==> config.mk <==
export PLATFORM = sky130hd
export DESIGN_NAME = dpe_feed_ctrl
export DESIGN_NICKNAME = d
export VERILOG_FILES = /design/src/rtl/dpe_feed_ctrl.sv
export SDC_FILE = /design/constraint.sdc
export NUM_CORES = 1
export LEC_CHECK = 0
export BUFFER_PORTS_ARGS = -buffer_cell sky130_fd_sc_hd__buf_2
export CORE_AREA = 2 2 319 321
export CTS_CLUSTER_DIAMETER = 50
export DETAILED_ROUTE_END_ITERATION = 16
export DIE_AREA = 0 0 321 323
export SETUP_SLACK_MARGIN = 0.05
export SLEW_MARGIN = 20
export SYNTH_ARGS = -nofsm -noshare
export SYNTH_HDL_FRONTEND = slang
export SYNTH_SLANG_ARGS = --single-unit
==> constraint.sdc <==
create_clock -name clk -period 2.37 [get_ports clk]
set_clock_uncertainty 0.2 [all_clocks]
set_input_delay 0.1185 -clock clk [delete_from_list [all_inputs] [get_ports clk]]
set_output_delay 0.1185 -clock clk [all_outputs]
set_load 0.1 [all_outputs]
==> src/rtl/dpe_feed_ctrl.sv <==
// dpe_feed_ctrl -- upstream feeder for one dpe (dot-product engine).
//   Serialises weight words into the dpe's two ping-pong weight banks and
//   streams activation vectors against the bank that is currently active.
//   Optional build macro: DPE_FEED_PERF_EN adds saturating stall counters.
// Ports:
//   clk, reset              clock, synchronous active-high reset
//   w_data/w_valid/w_ready  weight word stream (valid/ready)
//   v_data/v_valid/v_last/v_ready
//                           activation stream; v_last releases the active bank
//   dpe_din_b, dpe_ena, dpe_reg_ctrl
//                           weight word, strobe and target bank to the dpe
//   dpe_din_a, dpe_valid_a, dpe_load_sel
//                           vector, strobe and compute bank to the dpe
//   bank_full[1:0]          per-bank FULL flag (registered)
//   perf_w_stall, perf_v_stall (DPE_FEED_PERF_EN only)
//                           cycles with valid high and ready low, saturating
module dpe_feed_ctrl #(
  parameter int DATAW       = 8,
  parameter int LANES       = 40,
  parameter int DOTW        = 10,
  parameter int DOT_PER_DSP = 3,
  parameter int NUM_DSP     = LANES / DOTW,
  parameter int WLOAD_DEPTH = NUM_DSP * DOT_PER_DSP
) (
  input  logic                   clk,
  input  logic                   reset,
  input  logic [DATAW*DOTW-1:0]  w_data,
  input  logic                   w_valid,
  output logic                   w_ready,
  input  logic [DATAW*LANES-1:0] v_data,
  input  logic                   v_valid,
  input  logic                   v_last,
  output logic                   v_ready,
  output logic [DATAW*DOTW-1:0]  dpe_din_b,
  output logic                   dpe_ena,
  output logic                   dpe_reg_ctrl,
  output logic [DATAW*LANES-1:0] dpe_din_a,
  output logic                   dpe_valid_a,
  output logic                   dpe_load_sel,
  output logic [1:0]             bank_full
`ifdef DPE_FEED_PERF_EN
  ,
  output logic [31:0]            perf_w_stall,
  output logic [31:0]            perf_v_stall
`endif
);

  localparam int CNTW = $clog2(WLOAD_DEPTH + 1);
  localparam logic [CNTW-1:0] CNT_LAST = CNTW'(WLOAD_DEPTH - 1);

  typedef enum logic [1:0] {B_EMPTY = 2'd0, B_LOADING = 2'd1, B_FULL = 2'd2} bank_t;
  typedef enum logic {S_IDLE = 1'b0, S_LOAD = 1'b1} ld_t;

  ld_t            state, state_next;
  bank_t          bank_q [2];
  bank_t          bank_d [2];
  logic           active_q;
  logic           tgt_q;
  logic [CNTW-1:0] cnt_q;

  logic can_start, pick_bank, cur_bank;
  logic w_acc, v_acc, last_word;

  // Bank choice for a new load: an empty active bank is what compute waits
  // on, so it is filled first; otherwise the idle (non-active) bank if empty.
  always_comb begin
    can_start = (bank_q[active_q] == B_EMPTY) || (bank_q[~active_q] == B_EMPTY);
    pick_bank = (bank_q[active_q] == B_EMPTY) ? active_q : ~active_q;
    cur_bank  = (state == S_LOAD) ? tgt_q : pick_bank;
  end

  // Loader FSM: state register.
  always_ff @(posedge clk) begin
    if (reset) begin
      state <= S_IDLE;
    end else begin
      state <= state_next;
    end
  end

  // Loader FSM: next state (a single-word load returns straight to IDLE).
  always_comb begin
    state_next = state;
    case (state)
      S_IDLE:  if (w_acc && !last_word) state_next = S_LOAD;
               else                     state_next = S_IDLE;
      S_LOAD:  if (last_word)           state_next = S_IDLE;
               else                     state_next = S_LOAD;
      default: state_next = S_IDLE;
    endcase
  end

  // Loader FSM: outputs and handshake decodes; readies are held low in reset.
  always_comb begin
    w_ready = 1'b0;
    case (state)
      S_IDLE:  w_ready = ~reset & can_start;
      S_LOAD:  w_ready = ~reset;
      default: w_ready = 1'b0;
    endcase
    v_ready   = ~reset & (bank_q[active_q] == B_FULL);
    w_acc     = w_valid & w_ready;
    v_acc     = v_valid & v_ready;
    last_word = w_acc & (cnt_q == CNT_LAST);
  end

  // Next bank states. The load target is never FULL and v_last only hits the
  // FULL active bank, so the two updates never touch the same bank.
  always_comb begin
    bank_d[0] = bank_q[0];
    bank_d[1] = bank_q[1];
    if (w_acc) begin
      bank_d[cur_bank] = last_word ? B_FULL : B_LOADING;
    end else begin
      bank_d[cur_bank] = bank_q[cur_bank];
    end
    if (v_acc && v_last) begin
      bank_d[active_q] = B_EMPTY;
    end else begin
      bank_d[active_q] = bank_d[active_q];
    end
  end

  // Bank bookkeeping, word counter and all dpe-facing registered outputs.
  always_ff @(posedge clk) begin
    if (reset) begin
      bank_q[0]    <= B_EMPTY;
      bank_q[1]    <= B_EMPTY;
      active_q     <= 1'b0;
      tgt_q        <= 1'b0;
      cnt_q        <= '0;
      bank_full    <= 2'b00;
      dpe_din_b    <= '0;
      dpe_ena      <= 1'b0;
      dpe_reg_ctrl <= 1'b0;
      dpe_din_a    <= '0;
      dpe_valid_a  <= 1'b0;
      dpe_load_sel <= 1'b0;
    end else begin
      bank_q[0] <= bank_d[0];
      bank_q[1] <= bank_d[1];
      bank_full <= {bank_d[1] == B_FULL, bank_d[0] == B_FULL};
      dpe_ena     <= w_acc;
      dpe_valid_a <= v_acc;
      // load_sel follows the pre-toggle bank so the last vector keeps its bank.
      dpe_load_sel <= active_q;
      if (v_acc && v_last) active_q <= ~active_q;
      if (w_acc) begin
        tgt_q        <= cur_bank;
        cnt_q        <= last_word ? '0 : cnt_q + 1'b1;
        dpe_din_b    <= w_data;
        dpe_reg_ctrl <= cur_bank;
      end
      if (v_acc) dpe_din_a <= v_data;
    end
  end

`ifdef DPE_FEED_PERF_EN
  // Saturating stall counters.
  always_ff @(posedge clk) begin
    if (reset) begin
      perf_w_stall <= 32'd0;
      perf_v_stall <= 32'd0;
    end else begin
      if (w_valid && !w_ready && perf_w_stall != 32'hFFFF_FFFF) perf_w_stall <= perf_w_stall + 32'd1;
      if (v_valid && !v_ready && perf_v_stall != 32'hFFFF_FFFF) perf_v_stall <= perf_v_stall + 32'd1;
    end
  end
`endif

endmodule
Word level (Yosys, flattened, before mapping)

Memory sizes are Yosys's and may differ from the RTL's. A register that Yosys moved wholly into a read port is not among the register bits.
Cells that the tools add are included.

Add/sub/neg operators: 1
Multipliers: 0
Div/mod/pow operators: 0
Order comparisons: 4
Equality and inequality tests: 4
Shifts and indexed selects: 0
Mux-type cells: 27
Bitwise gates (word level): 14
Reductions and logical operators: 8

Operators with widths:

| cell                  | number |
|---|---|
| $mux W2               | 8 |
| $bwmux W4             | 3 |
| $mux W4               | 3 |
| $mux W1               | 9 |
| $eq A2 B2 Y1 const B  | 3 |
| $and A1 B1 Y1         | 5 |
| $add A4 B1 Y4 const B | 1 |
| $and A4 B4 Y4         | 1 |
| $demux W2 S1          | 2 |
| $eq A4 B4 Y1 const B  | 1 |
| $ge A2 B2 Y1 const B  | 2 |
| $logic_and A1 B1 Y1   | 4 |
| $logic_not A2 Y1      | 2 |
| $lt A2 B1 Y1 const B  | 2 |
| $not A1 Y2            | 2 |
| $not A4 Y4            | 1 |
| $pmux W1 S2           | 2 |
| $not A1 Y1            | 3 |
| $or A1 B1 Y1          | 2 |
| $logic_not A1 Y1      | 1 |
| $logic_or A1 B1 Y1    | 1 |

Register bits after elaboration: 412
Bits in latches: 0
RAM bits: 4
Bits in read-only memories: 0
Bits of input ports: 405
Output and inout bits: 408
Logic and storage cells: 69
Memories kept: 1

Memories:

| name   | words | bits a word | rd ports | clocked after memory_dff | wr ports | RTL line | source |
|---|---|---|---|---|---|---|---|
| bank_q | 2     | 2           | 5        | 1                        | 2        | 55       | `bank_t bank_q [2];` |

Logic depth before layout (Yosys ltp)

An unclocked memory read counts as a cell.

Depth after elaboration: 17
Mapped depth: 9
Depth with buffers taken out: 7

Least setup slack after synthesis

Ideal clock, no wire load.

Path type: input port to output port
Start point: input port reset
End point: output port w_ready
Arrival: 2.283 ns
Data required time: 2.051 ns
Slack: -0.231 ns
Stages on the path: 5
Buffers on the path: 4
Cells stage by stage: buf_2 -> clkbuf_1 -> clkbuf_1 -> clkbuf_1 -> a21oi_1

Longest elaborated chain between the ends: 3

Ends and longest elaborated chain:

| what               | RTL line | source |
|---|---|---|
| start: declaration | 26       | `input logic reset,` |
| $not A1 Y1 (*)     | 97, 98   |  |
| $and A1 B1 Y1      | 97       | `S_IDLE: w_ready = ~reset & can_start;` |
| $pmux W1 S2 (*)    | 96       | `case (state)` |
| end: declaration   | 29       | `output logic w_ready,` |

Every way passes the cells marked *; elsewhere a longest branch is shown, timed or not.

==> run metrics <==
outcome=complete, no violations; clock tree buffer depth=3; htree depth=2; Hold Crit Class=primary input to flip-flop; Worst-Skew Late Latency=600 ps; Startpoint Class=flip-flop; Critical Path RT=2700 ps; CP Max Fanout=32; GRT Util Overall=10.8%; Net Switching=4.74 mW; Clock Sinks=417; CORE AREA=0.101 sq mm; largest net degree at the start of global routing=167; Tot Pwr=17.8 mW; Post-synth EDFFs=0; Combinational Power Share=12.2%; GPL Wtd Cong=0.805; Rows=117; WL/cell=13.9 microns; 1st-iter DRT viols=835; final period utilization=94.0%; final net count=3432; Max Clk Rate=449 MHz; Die Wd=321 microns; Max-Cap Viols=0; RSZ-0062 raised after global routing=no; static leakage=11.3 nW; first drt pass iteration count=5; fin. max-slew vios=0; DRC violations left=0; global-route wire length before repair=88700 microns; CTS buffer count=55; sw frac=26.5%; register share of total power=40.3%; relative slew slack=36.0%; final setup vio count=0; clk root buf=clkbuf_16; vias per cell=3.87; I/O Buffers=812; layout cells sized above 1=31.2%; register area share after synthesis=56.7%; drt total wl=60900 microns; Top FF cell, synth=dfxtp_1; synth unique cells=36; setup ws final=142 ps; Peak VDD IR=550 uV; vias in the first global route=16600; die area=0.104 sq mm; vias=16900; Tmin final=2230 ps; Tightest Pin Transition=960 ps; power density over the cells=673 mW/mm^2; initial core utilization=14.6%; total global routing overflow=0; Register Area=0.00835 sq mm; Worst Setup End Kind=flip-flop; share of flip-flops with an asynchronous set or reset=0%; CTS tree=yes; Clk pwr share=47.6%; area grow syn2layout=80.2%; Reg clk slew, reported paths=60 ps; Synth Register Bits=417; Setup CP Type=flip-flop to flip-flop; synth warn=0; syn_area_per_cell=8.12 sq um; crit path DAT=2550 ps; Die Y=323 microns; TNS Setup=0 ps; Syn Inst Count=1813; number of fill cells=10600; synthesized net count=2219; Cell Area, Synth=0.0147 sq mm; Boundary Pins=813; Post-Place Setup Slack=153 ps; DP HPWL=39700 microns; initial antenna violation count=1; final hold violations=0; Final ANT Viol Nets=0; area of the multi-input gates=0.00565 sq mm; Final Util=26.3%; cell-internal power=13.1 mW
-- critical path, cell delays in order (launching register included) --
cell and delay (ps):
dfxtp_1 350, or4b_1 510, nand2_2 170, nand2_8 90, clkinv_8 210, buf_4 300
nand2_1 140, a21oi_1 140
-- area by class of cell --
| class | count | share of cell area (%) |
|---|---|---|
| Tap cell | 1309 | 6.18 |
| Sequential cell | 417 | 31.5 |
| Multi-Input combinational cell | 1257 | 21.3 |
| Clock inverter | 28 | 1.20 |
| Inverter | 5 | 0.127 |
| Antenna cell | 2 | 0.0189 |
| Timing Repair Buffer | 1290 | 33.8 |
| Clock buffer | 74 | 5.88 |
-- repair_timing --
action,4_1_cts,5_1_grt
pin swaps,4,0
hold buffers,439,0
setup endpoints to repair,1,2
resized for setup,9,2
hold endpoints to repair,415,0
setup buffers,2,0
-- path summary, 6_finish.rpt --
kind	cells after the start	startpoint	endpoint	slack (ps)
worst min register to register	2	dpe_din_a[107]	dpe_din_a[107]	250
worst min-delay path	4	w_data[44]	dpe_din_b[44]	40
worst max register to register	7	flip-flop	dpe_din_a[309]	140
worst max-delay path	7	flip-flop	dpe_din_a[309]	140
-- kinds of logic after synthesis --
group	after synthesis	share of synthesized area (%)
simple gates	829	23.0
buf+inv	139	5.32
fa+ha+maj	1	0.0850
flops	417	56.7
compound gates	425	14.8
xor+xnor	2	0.119
-- per-stage QoR --
step / hold slack [ps] / area, sq um / std cells
CTS: 0.954 / 26500 / 4380
detailed placement: 117 / 20200 / 3838
floorplan: 27.1 / 14700 / 1813
finish: 42.8 / 26500 / 4382
global placement: 111 / 20200 / 3838
global route: 17.1 / 26500 / 4380
-- layout by cell type (no fill, tap or decap), types with 2 or more instances in the layout --
cell           count
xnor2_1            2
o21ai_0           85
nand2b_1          82
and2_1             2
buf_12            14
clkinv_4           2
a31o_2             2
clkinv_2           5
buf_4             25
o21a_1             2
clkbuf_16         56
a31oi_1            2
nand3b_1           2
clkinv_8           2
clkinvlp_4         7
a21boi_0           3
nor2b_1            3
inv_6              6
dlygate4sd3_1    439
a21oi_1          324
inv_1              3
diode_2            2
inv_8              3
nand2_1          722
nor2_1             5
clkbuf_1           9
dfxtp_1          416
clkbuf_8           9
buf_2            809
bufinv_16          4
-- metal layers --
layer	global-route usage (%)	part of all wire [%]
met5	0	0
met4	7.60	6.9
met3	3.21	7.5
met2	18.3	48
met1	11.4	38
-- cells in the mapped netlist (2+ instances only) --
| master | instances | area [sq um] |
|---|---|---|
| nor2_1 | 5 | 18.8 |
| nor3_1 | 3 | 15.0 |
| nor2b_1 | 3 | 18.8 |
| a21boi_0 | 3 | 22.5 |
| nand3b_1 | 2 | 15.0 |
| nand2b_1 | 82 | 513 |
| nand2_1 | 722 | 2710 |
| dfxtp_1 | 417 | 8350 |
| a31o_2 | 2 | 17.5 |
| and2_1 | 2 | 12.5 |
| o21a_1 | 2 | 15.0 |
| clkbuf_1 | 88 | 330 |
| o21ai_0 | 85 | 425 |
| nand2_2 | 2 | 12.5 |
| buf_2 | 13 | 65.1 |
| inv_1 | 3 | 11.3 |
| nor3b_1 | 3 | 22.5 |
| a31oi_1 | 2 | 12.5 |
| a21oi_1 | 325 | 1630 |
| xnor2_1 | 2 | 17.5 |
| buf_6 | 32 | 360 |
-- registers in the layout, summed over array words and instances (netlist names), named ones only --
register / count
dpe_ena: 1
active_q: 1
bank_q: 4
dpe_valid_a: 1
dpe_din_b: 80
dpe_din_a: 320
tgt_q: 1
bank_full: 2
dpe_load_sel: 1
cnt_q: 4
-- power groups by stage --
stage	clock network (mW)	logic (mW)	registers, mW
2_1_floorplan	0	0.262	8.08
3_3_place_gp	0	1.57	7.33
3_5_place_dp	0	1.57	7.33
4_1_cts	8.75	2.16	7.18
5_1_grt	9.02	2.28	7.19
6_report	8.49	2.18	7.18
Power figures use the tool's default switching activity.
